### src/rtl/mem_ctl_pkg.sv
// Shared ring definitions: slot type encodings and ADDR slot field positions
// used by every block that snoops the ring.
package mem_ctl_pkg;

  localparam int SLOT_TYPE_W = 4;

  localparam logic [SLOT_TYPE_W-1:0] SLOT_EMPTY = 4'd0;
  localparam logic [SLOT_TYPE_W-1:0] SLOT_ADDR  = 4'd1;
  localparam logic [SLOT_TYPE_W-1:0] SLOT_WDATA = 4'd2;

  localparam int ADDR_CTYPE_BIT = 31;
  localparam int ADDR_WRITE_BIT = 30;
  localparam int ADDR_LINE_TOP  = 29;

endpackage

### src/rtl/cmd_fifo.sv
// Command FIFO: a push while full is accepted only if a pop happens in the
// same cycle; otherwise it is dropped and the sticky overflow flag is set.
module cmd_fifo #(
  parameter int WIDTH = 8,
  parameter int NBQ   = 2
) (
  input  logic             clk,
  input  logic             reset,
  input  logic             push,
  input  logic [WIDTH-1:0] din,
  input  logic             pop,
  output logic [WIDTH-1:0] dout,
  output logic             push_ok,
  output logic             full,
  output logic             empty,
  output logic             overflow
);

  localparam int           DEPTH   = 2 ** NBQ;
  localparam logic [NBQ:0] DEPTH_V = (NBQ + 1)'(DEPTH);

  logic [WIDTH-1:0] mem_q [DEPTH];
  logic [NBQ-1:0]   wptr_q, rptr_q;
  logic [NBQ:0]     count_q;
  logic             overflow_q;
  logic             do_pop;

  assign empty    = (count_q == '0);
  assign full     = (count_q == DEPTH_V);
  assign do_pop   = pop && !empty;
  assign push_ok  = push && (!full || do_pop);
  assign dout     = mem_q[rptr_q];
  assign overflow = overflow_q;

  // NOTE: sequential state is updated with <= only, so every reader in this
  // cycle sees the pre-edge value regardless of statement order.
  always_ff @(posedge clk) begin
    if (reset) begin
      wptr_q     <= '0;
      rptr_q     <= '0;
      count_q    <= '0;
      overflow_q <= 1'b0;
    end else begin
      if (push_ok) wptr_q <= wptr_q + 1'b1;
      if (do_pop)  rptr_q <= rptr_q + 1'b1;
      count_q <= count_q + {{NBQ{1'b0}}, push_ok} - {{NBQ{1'b0}}, do_pop};
      if (push && !push_ok) overflow_q <= 1'b1;
    end
  end

  // NOTE: storage is deliberately left out of reset; the pointers alone
  // define which entries are valid, and this keeps it mappable to RAM.
  always_ff @(posedge clk) begin
    if (push_ok) mem_q[wptr_q] <= din;
  end

endmodule

### src/rtl/mem_ctl.sv
// Ring memory controller: snoops ADDR/WDATA slots, queues line commands and
// bursts whole lines to/from backing memory, streaming read words to caches.
module mem_ctl
  import mem_ctl_pkg::*;
#(
  parameter int TSIZE   = 4,
  parameter int NBWORDS = 3,
  parameter int NBQ     = 2
) (
  input  logic               clk,
  input  logic               reset,
  input  logic [TSIZE-1:0]   slot_type,
  input  logic [31:0]        slot_data,
  output logic               mc_ack,
  output logic [NBWORDS-1:0] mc_count,
  output logic [31:0]        mc_data,
  output logic [29:0]        mem_addr,
  output logic               mem_rd,
  output logic               mem_wr,
  output logic [31:0]        mem_wdata,
  input  logic [31:0]        mem_rdata,
  input  logic               mem_ack,
  output logic               overflow
);

  localparam int                 NWORDS = 2 ** NBWORDS;
  localparam int                 LW     = 30 - NBWORDS;
  localparam int                 CMD_W  = LW + 3;
  localparam logic [NBWORDS-1:0] LAST   = NBWORDS'(NWORDS - 1);

  typedef enum logic [1:0] {
    S_IDLE  = 2'd0,
    S_WRITE = 2'd1,
    S_READ  = 2'd2
  } state_e;

  state_e             state_q;
  logic [NBWORDS-1:0] cnt_q, wfill_q, mc_count_q;
  logic [LW-1:0]      line_q;
  logic               rbuf_q, fill_q, wovf_q, mc_ack_q;
  logic [1:0]         pend_q;
  logic [31:0]        mc_data_q;
  logic [31:0]        wbuf_q [2][NWORDS];

  logic             is_addr, is_wdata, is_wr_addr, wbuf_busy, cmd_push, push_ok;
  logic             fifo_full, fifo_empty, fifo_ovf, drain_done, unused_bits;
  logic [CMD_W-1:0] push_cmd, head;

  assign is_addr    = (slot_type == TSIZE'(SLOT_ADDR));
  assign is_wdata   = (slot_type == TSIZE'(SLOT_WDATA));
  assign is_wr_addr = is_addr && slot_data[ADDR_WRITE_BIT];
  assign wbuf_busy  = pend_q[fill_q];
  assign cmd_push   = is_addr && !(is_wr_addr && wbuf_busy);
  assign push_cmd   = {slot_data[ADDR_WRITE_BIT], slot_data[ADDR_CTYPE_BIT],
                       fill_q, slot_data[LW-1:0]};

  cmd_fifo #(.WIDTH(CMD_W), .NBQ(NBQ)) u_cmd_fifo (
    .clk      (clk),
    .reset    (reset),
    .push     (cmd_push),
    .din      (push_cmd),
    .pop      (state_q == S_IDLE),
    .dout     (head),
    .push_ok  (push_ok),
    .full     (fifo_full),
    .empty    (fifo_empty),
    .overflow (fifo_ovf)
  );

  // ctype travels with the command for downstream use but drives no output here.
  assign unused_bits = ^{slot_data[ADDR_LINE_TOP:LW], head[CMD_W-2], fifo_full};

  assign drain_done = (state_q == S_WRITE) && mem_ack && (cnt_q == LAST);

  // Fill side: the buffer being filled is frozen by a write ADDR and stays
  // pending until the FSM has drained its last word.
  always_ff @(posedge clk) begin
    if (reset) begin
      wfill_q <= '0;
      fill_q  <= 1'b0;
      pend_q  <= '0;
      wovf_q  <= 1'b0;
    end else begin
      if (is_wdata) wfill_q <= wfill_q + 1'b1;
      if (is_wr_addr) begin
        if (wbuf_busy) begin
          wovf_q <= 1'b1;
        end else if (push_ok) begin
          pend_q[fill_q] <= 1'b1;
          fill_q         <= ~fill_q;
          wfill_q        <= '0;
        end
      end
      if (drain_done) pend_q[rbuf_q] <= 1'b0;
    end
  end

  always_ff @(posedge clk) begin
    if (is_wdata) wbuf_q[fill_q][wfill_q] <= slot_data;
  end

  always_ff @(posedge clk) begin
    if (reset) begin
      state_q    <= S_IDLE;
      cnt_q      <= '0;
      line_q     <= '0;
      rbuf_q     <= 1'b0;
      mc_ack_q   <= 1'b0;
      mc_count_q <= '0;
      mc_data_q  <= '0;
    end else begin
      mc_ack_q <= (state_q == S_READ) && mem_ack;
      case (state_q)
        S_IDLE: begin
          cnt_q <= '0;
          if (!fifo_empty) begin
            line_q  <= head[LW-1:0];
            rbuf_q  <= head[CMD_W-3];
            state_q <= head[CMD_W-1] ? S_WRITE : S_READ;
          end
        end
        S_WRITE: if (mem_ack) begin
          cnt_q <= cnt_q + 1'b1;
          if (cnt_q == LAST) state_q <= S_IDLE;
        end
        S_READ: if (mem_ack) begin
          mc_data_q  <= mem_rdata;
          mc_count_q <= cnt_q;
          cnt_q      <= cnt_q + 1'b1;
          if (cnt_q == LAST) state_q <= S_IDLE;
        end
        default: state_q <= S_IDLE;
      endcase
    end
  end

  assign mem_rd    = (state_q == S_READ);
  assign mem_wr    = (state_q == S_WRITE);
  assign mem_addr  = {line_q, cnt_q};
  assign mem_wdata = wbuf_q[rbuf_q][cnt_q];
  assign mc_ack    = mc_ack_q;
  assign mc_count  = mc_count_q;
  assign mc_data   = mc_data_q;
  assign overflow  = fifo_ovf | wovf_q;

endmodule

### config.mk
export PLATFORM = sky130hd
export DESIGN_NAME = mem_ctl
export DESIGN_NICKNAME = d
export VERILOG_FILES = /design/src/rtl/mem_ctl_pkg.sv /design/src/rtl/cmd_fifo.sv /design/src/rtl/mem_ctl.sv
export SDC_FILE = /design/constraint.sdc
export NUM_CORES = 1
export LEC_CHECK = 0
export BUFFER_PORTS_ARGS = -buffer_cell sky130_fd_sc_hd__buf_2
export CORE_MARGIN = 2
export CORE_UTILIZATION = 35
export DETAILED_ROUTE_END_ITERATION = 16
export SYNTH_ARGS = -nofsm -noshare
export SYNTH_HDL_FRONTEND = slang
export SYNTH_SLANG_ARGS = --single-unit
### constraint.sdc
create_clock -name clk -period 6.1 [get_ports clk]
set_clock_uncertainty 0.2 [all_clocks]
set_input_delay 1.525 -clock clk [delete_from_list [all_inputs] [get_ports clk]]
set_output_delay 1.525 -clock clk [all_outputs]
set_load 0.02 [all_outputs]
# Word level (Yosys, flattened, before mapping)
# Memories as Yosys holds them, arrays and structs flattened. A register that Yosys moved wholly into a read port is not among the register bits.
# Index checks and enable logic that the tools add are counted.
# word_totals
output_inout_bits	101
ram_bits	632
regBits	84
memories	2
wordCells	110
# classes
n_eq_ne	9
order_cmp	7
mux	35
add_sub_neg	6
n_bitwise	9
reduce_logical	27
# memory_table
memory	depth	word_bits	read_ports	rd_ports_with_merged_regs	write_ports	line	text
wbuf_q	2	256	1	1	1	mem_ctl.sv:43	logic [31:0] wbuf_q [2][NWORDS];
u_cmd_fifo.mem_q	4	30	1	1	1	cmd_fifo.sv:22	logic [WIDTH-1:0] mem_q [DEPTH];
# ops
cell	n
2-to-1 mux 256 bit	1
binary-select mux 32 bit (select 3 bit)	1
demux 32 bit (select 3 bit)	1
2-to-1 mux 32 bit	3
2-to-1 mux 2 bit	11
2-to-1 mux 3 bit	5
logical AND 1 bit	12
2-to-1 mux 1 bit	9
greater-or-equal comparator 4 bit (second input constant)	2
inverter 3 -> 4 bit	2
AND reduction 2 bit	4
adder 3 x 1 -> 3 bit (second input constant)	2
equality test 3 bit (second input constant)	2
case mux 3 bit (2 select lines)	1
AND reduction 3 bit	2
adder 2 x 1 -> 2 bit (second input constant)	2
equality test 4 x 1 -> 1 bit (second input constant)	1
equality test 4 x 2 -> 1 bit (second input constant)	1
logical NOT 1 bit	4
less-than comparator 1 x 2 -> 1 bit (second input constant)	2
less-than comparator 4 x 1 -> 1 bit (second input constant)	1
inequality test 2 x 1 -> 1 bit (second input constant)	2
case mux 2 bit (2 select lines)	1
adder 3 x 1 -> 3 bit	1
other kinds (16)	20

# Logic depth before layout (Yosys ltp)
# depth
depth_word	12
depth_mapped	12

# Cells and area by module
# From an unflattened synthesis, not the netlist that was laid out.
# hier_totals
hier_cells	1370
hier_area_um2	26888.3
# modules_own_cells
module	area_per_inst_um2	cells_each	instances
mem_ctl	22052.4	1159	1
cmd_fifo	4835.9	211	1

# Worst setup path after synthesis
# No wires, ideal clock.
# synth_path
path_type	input-to-reg
from	input port slot_type[0]
to	memory wbuf_q[0][224] (netlist bit), enable pin
setup_time_ns	0.461
arrival_ns	4.675
n_path_buf	0
slack_ns	0.764
t_required_ns	5.439
path_stages	3
cell_sequence	nor4b_4 or3b_2 nor3_1
# synth_via
elab_chain_len	3
# synth_lines
item	line	text
from (decl)	mem_ctl.sv:12	input logic [TSIZE-1:0] slot_type,
equality test 4 x 2 -> 1 bit	mem_ctl.sv:50	assign is_wdata = (slot_type == TSIZE'(SLOT_WDATA));
2-to-1 mux 1 bit	mem_ctl.sv:99	if (is_wdata) wbuf_q[fill_q][wfill_q] <= slot_data;
2-to-1 mux 256 bit (not written as such)	mem_ctl.sv:99	
to (decl)	mem_ctl.sv:43	
# No other way between the ends.

==> out/metrics.yaml <==
status:
  outcome: "finished clean"
sta:
  rsz0062_at_grt: "false"
  worst_pin_slew_ns: 1.27
  setup_viol: 0
  slew_headroom_pct: 15.0
  timing.hold.ws_ns: 0.249
  slew_violations: 0
  max_clock_freq_mhz: 209
  setup_tns_ns: 0
  fin_ws_ns: 1.32
  fin_crit_sh_pct: 78.4
  finalCriticalPeriod_ns: 4.78
  hold_viol: 0
synthesis:
  async_flop_share_pct: 0
  ys.flop_type: "edfxtp_1"
  syn_nets: 1438
  synth.distinct_cells: 39
  yosysWarnings: 0
  synth_edf_count: 628
  ys_seq_elements: 715
  synth_area_sq_um: 26700
  syn_inst: 1354
  seq_area_frac_synth_pct: 77.2
  syn_area_per_cell_sq_um: 19.7
placement:
  dp_hpwl_mm: 33.6
  port_buffers: 171
  pre_cts_ws_ns: 1.54
  gp_congestion: 0.743
global_routing:
  grt_max_degree: 58
  grt_pass1_wl_mm: 87.1
  grt.overflow.total: 0
  antenna_found_initial: 1
  grt_pass1_vias: 13700
  grt_usage_pct: 15.0
layout:
  fillers: 6617
  final_nets: 1630
  regArea_sq_um: 20600
  syn_to_final_growth_pct: 17.4
  layout-drive-gt1-share_pct: 31.0
  multi_input_area_sq_um: 5860
clock_tree:
  postCtsSetupBuffers: 0
  clock-sinks: 715
  cts_tree: "built"
  clk_pin_slew_worst_paths_ns: 0.06
  cts_root_buffer: "clkbuf_16"
  holdBufCountCts: 0
  clk_latency_ns: 0.62
  clockBufferDepth: 3
  cts_buffers: 74
  cts.repair.resized: 0
  h-tree-depth: 3
route:
  viasPerCell: 5.09
  antenna_left: 0
  wl_per_cell_microns: 22.7
  drt_pre_antenna_iters: 6
  drt_iter0_drc: 922
  dr_total_vias: 13200
  post-route-drc-count: 0
  drt_wl_total_mm: 58.6
setup_path:
  reg2reg_depth: 3
  arrival_ns: 3.06
  cp.required_ns: 4.38
  critPathKind: "register to primary output"
  worstSetupStartpointType: "register"
  end_kind: "primary output"
  cp_max_fo: 45
floorplanning:
  io_pins: 172
  start_util_pct: 35.2
  chipHeight_microns: 280
  row_count: 101
  core_sq_um: 75700
  die_area_sq_um: 78400
  die_x_microns: 280
hold_path:
  holdCritPathClass: "register to register"
  hold_path_depth: 2
power:
  ir_drop_uv: 182
  p_leak_nw: 10.1
  power_density_nw_per_um2: 408
run:
  maxCapViolCount: 0
through the flow:
stage	cells	util, %	power, W	cell area [sq um]
2_1_floorplan	1354	-	0.00751	26700
3_3_place_gp	2448	38.0	0.00825	28800
3_5_place_dp	2448	38.0	0.00828	28800
4_1_cts	2583	41.4	0.0130	31300
5_1_grt	2583	41.4	0.0133	31300
6_report	2584	41.4	0.0128	31300
layout by cell type (no fill, tap or decap), types with 11 or more instances in the layout:
cell type	Yosys	layout
a21oi_1	67	67
a22oi_1	65	65
buf_2	19	171
buf_4	3	17
bufinv_16	0	12
clkbuf_1	46	16
clkbuf_16	0	75
clkinv_2	0	15
dfxtp_1	87	84
edfxtp_1	628	628
ha_1	12	12
inv_1	11	11
mux4_2	157	157
nand2_1	165	165
nor2_1	32	19
nor2_4	0	13
layout make-up:
class                   instances  area share [%]
clock inverters                43            1.83
clock buffers                  92            6.23
repair buffers                191            3.33
diodes                          1         0.00799
flip-flops and latches        715            65.8
inverters                      11           0.132
multi-input cells             553            18.7
well taps                     978            3.91
flip-flops by register name (all words and copies together) (netlist names), 2 cells and up, named ones only:
name and cells:
cnt_q 3, line_q 27, mc_count 3, mc_data 32
pend_q 2, state_q 2, u_cmd_fifo.count_q 3, u_cmd_fifo.mem_q 116
u_cmd_fifo.rptr_q 2, u_cmd_fifo.wptr_q 2, wbuf_q 512, wfill_q 3
cells in the mapped netlist, types with 2 or more instances:
cell type,instances,area (sq um)
nand3b_1,2,15.0
a31oi_1,2,12.5
inv_1,11,41.3
and2_1,2,12.5
clkbuf_1,46,173
buf_4,3,22.5
buf_1,7,26.3
nor2_1,32,120
ha_1,12,150
a32oi_1,2,17.5
a22oi_1,65,488
xor2_1,2,17.5
xnor2_1,6,52.6
nand3_1,2,10.0
mux4_2,157,3540
dfxtp_1,87,1740
mux2i_1,3,30.0
a21oi_1,67,335
edfxtp_1,628,18900
nor2b_1,4,25.0
nor3_1,11,55.1
nand2_1,165,619
and2_2,4,30.0
buf_2,19,95.1
critical path, cell delays in order (launching register included):
cell and delay (ns):
dfxtp_4 0.74, buf_12 0.41, mux4_2 0.55, a22oi_1 0.35, nand2_1 0.18, buf_2 0.20
layer usage:
metal | routed length [microns] | vias up | track usage (%)
met1 | 25700 | 6858 | 20.4
met4 | 1140 | 2 | 4.76
met2 | 28300 | 390 | 24.5
met5 | 13 | - | 0
li1 | - | 5829 | -
met3 | 3450 | 74 | 2.77
power by group:
group | total (W) | leakage [nW] | internal [W] | switching, W
combinational | 0.00244 | 2.48 | 0.00112 | 0.00132
clock | 0.00467 | 1.23 | 0.00280 | 0.00187
sequential | 0.00566 | 6.36 | 0.00548 | 0.000181
total | 0.0128 | 10.1 | 0.00940 | 0.00337
path summary, 6_finish.rpt:
path         startpoint                 endpoint  slack [ns]
max reg2reg      fill_q  u_cmd_fifo.mem_q[1][16]        3.13
min reg2reg  line_q[19]               line_q[19]        0.25
max            register            mem_wdata[24]        1.32
min          line_q[19]               line_q[19]        0.25
logic make-up after synthesis:
| group | Yosys count | share of synthesized area (%) |
|---|---|---|
| AO/OA/AOI/OAI | 141 | 3.40 |
| XOR/XNOR | 8 | 0.263 |
| adder cells (fa/ha/maj) | 13 | 0.638 |
| buffers and inverters | 86 | 1.34 |
| flip-flops | 715 | 77.2 |
| multiplexers | 161 | 13.4 |
| AND/OR/NAND/NOR | 230 | 3.72 |
Power figures use the tool's default switching activity.
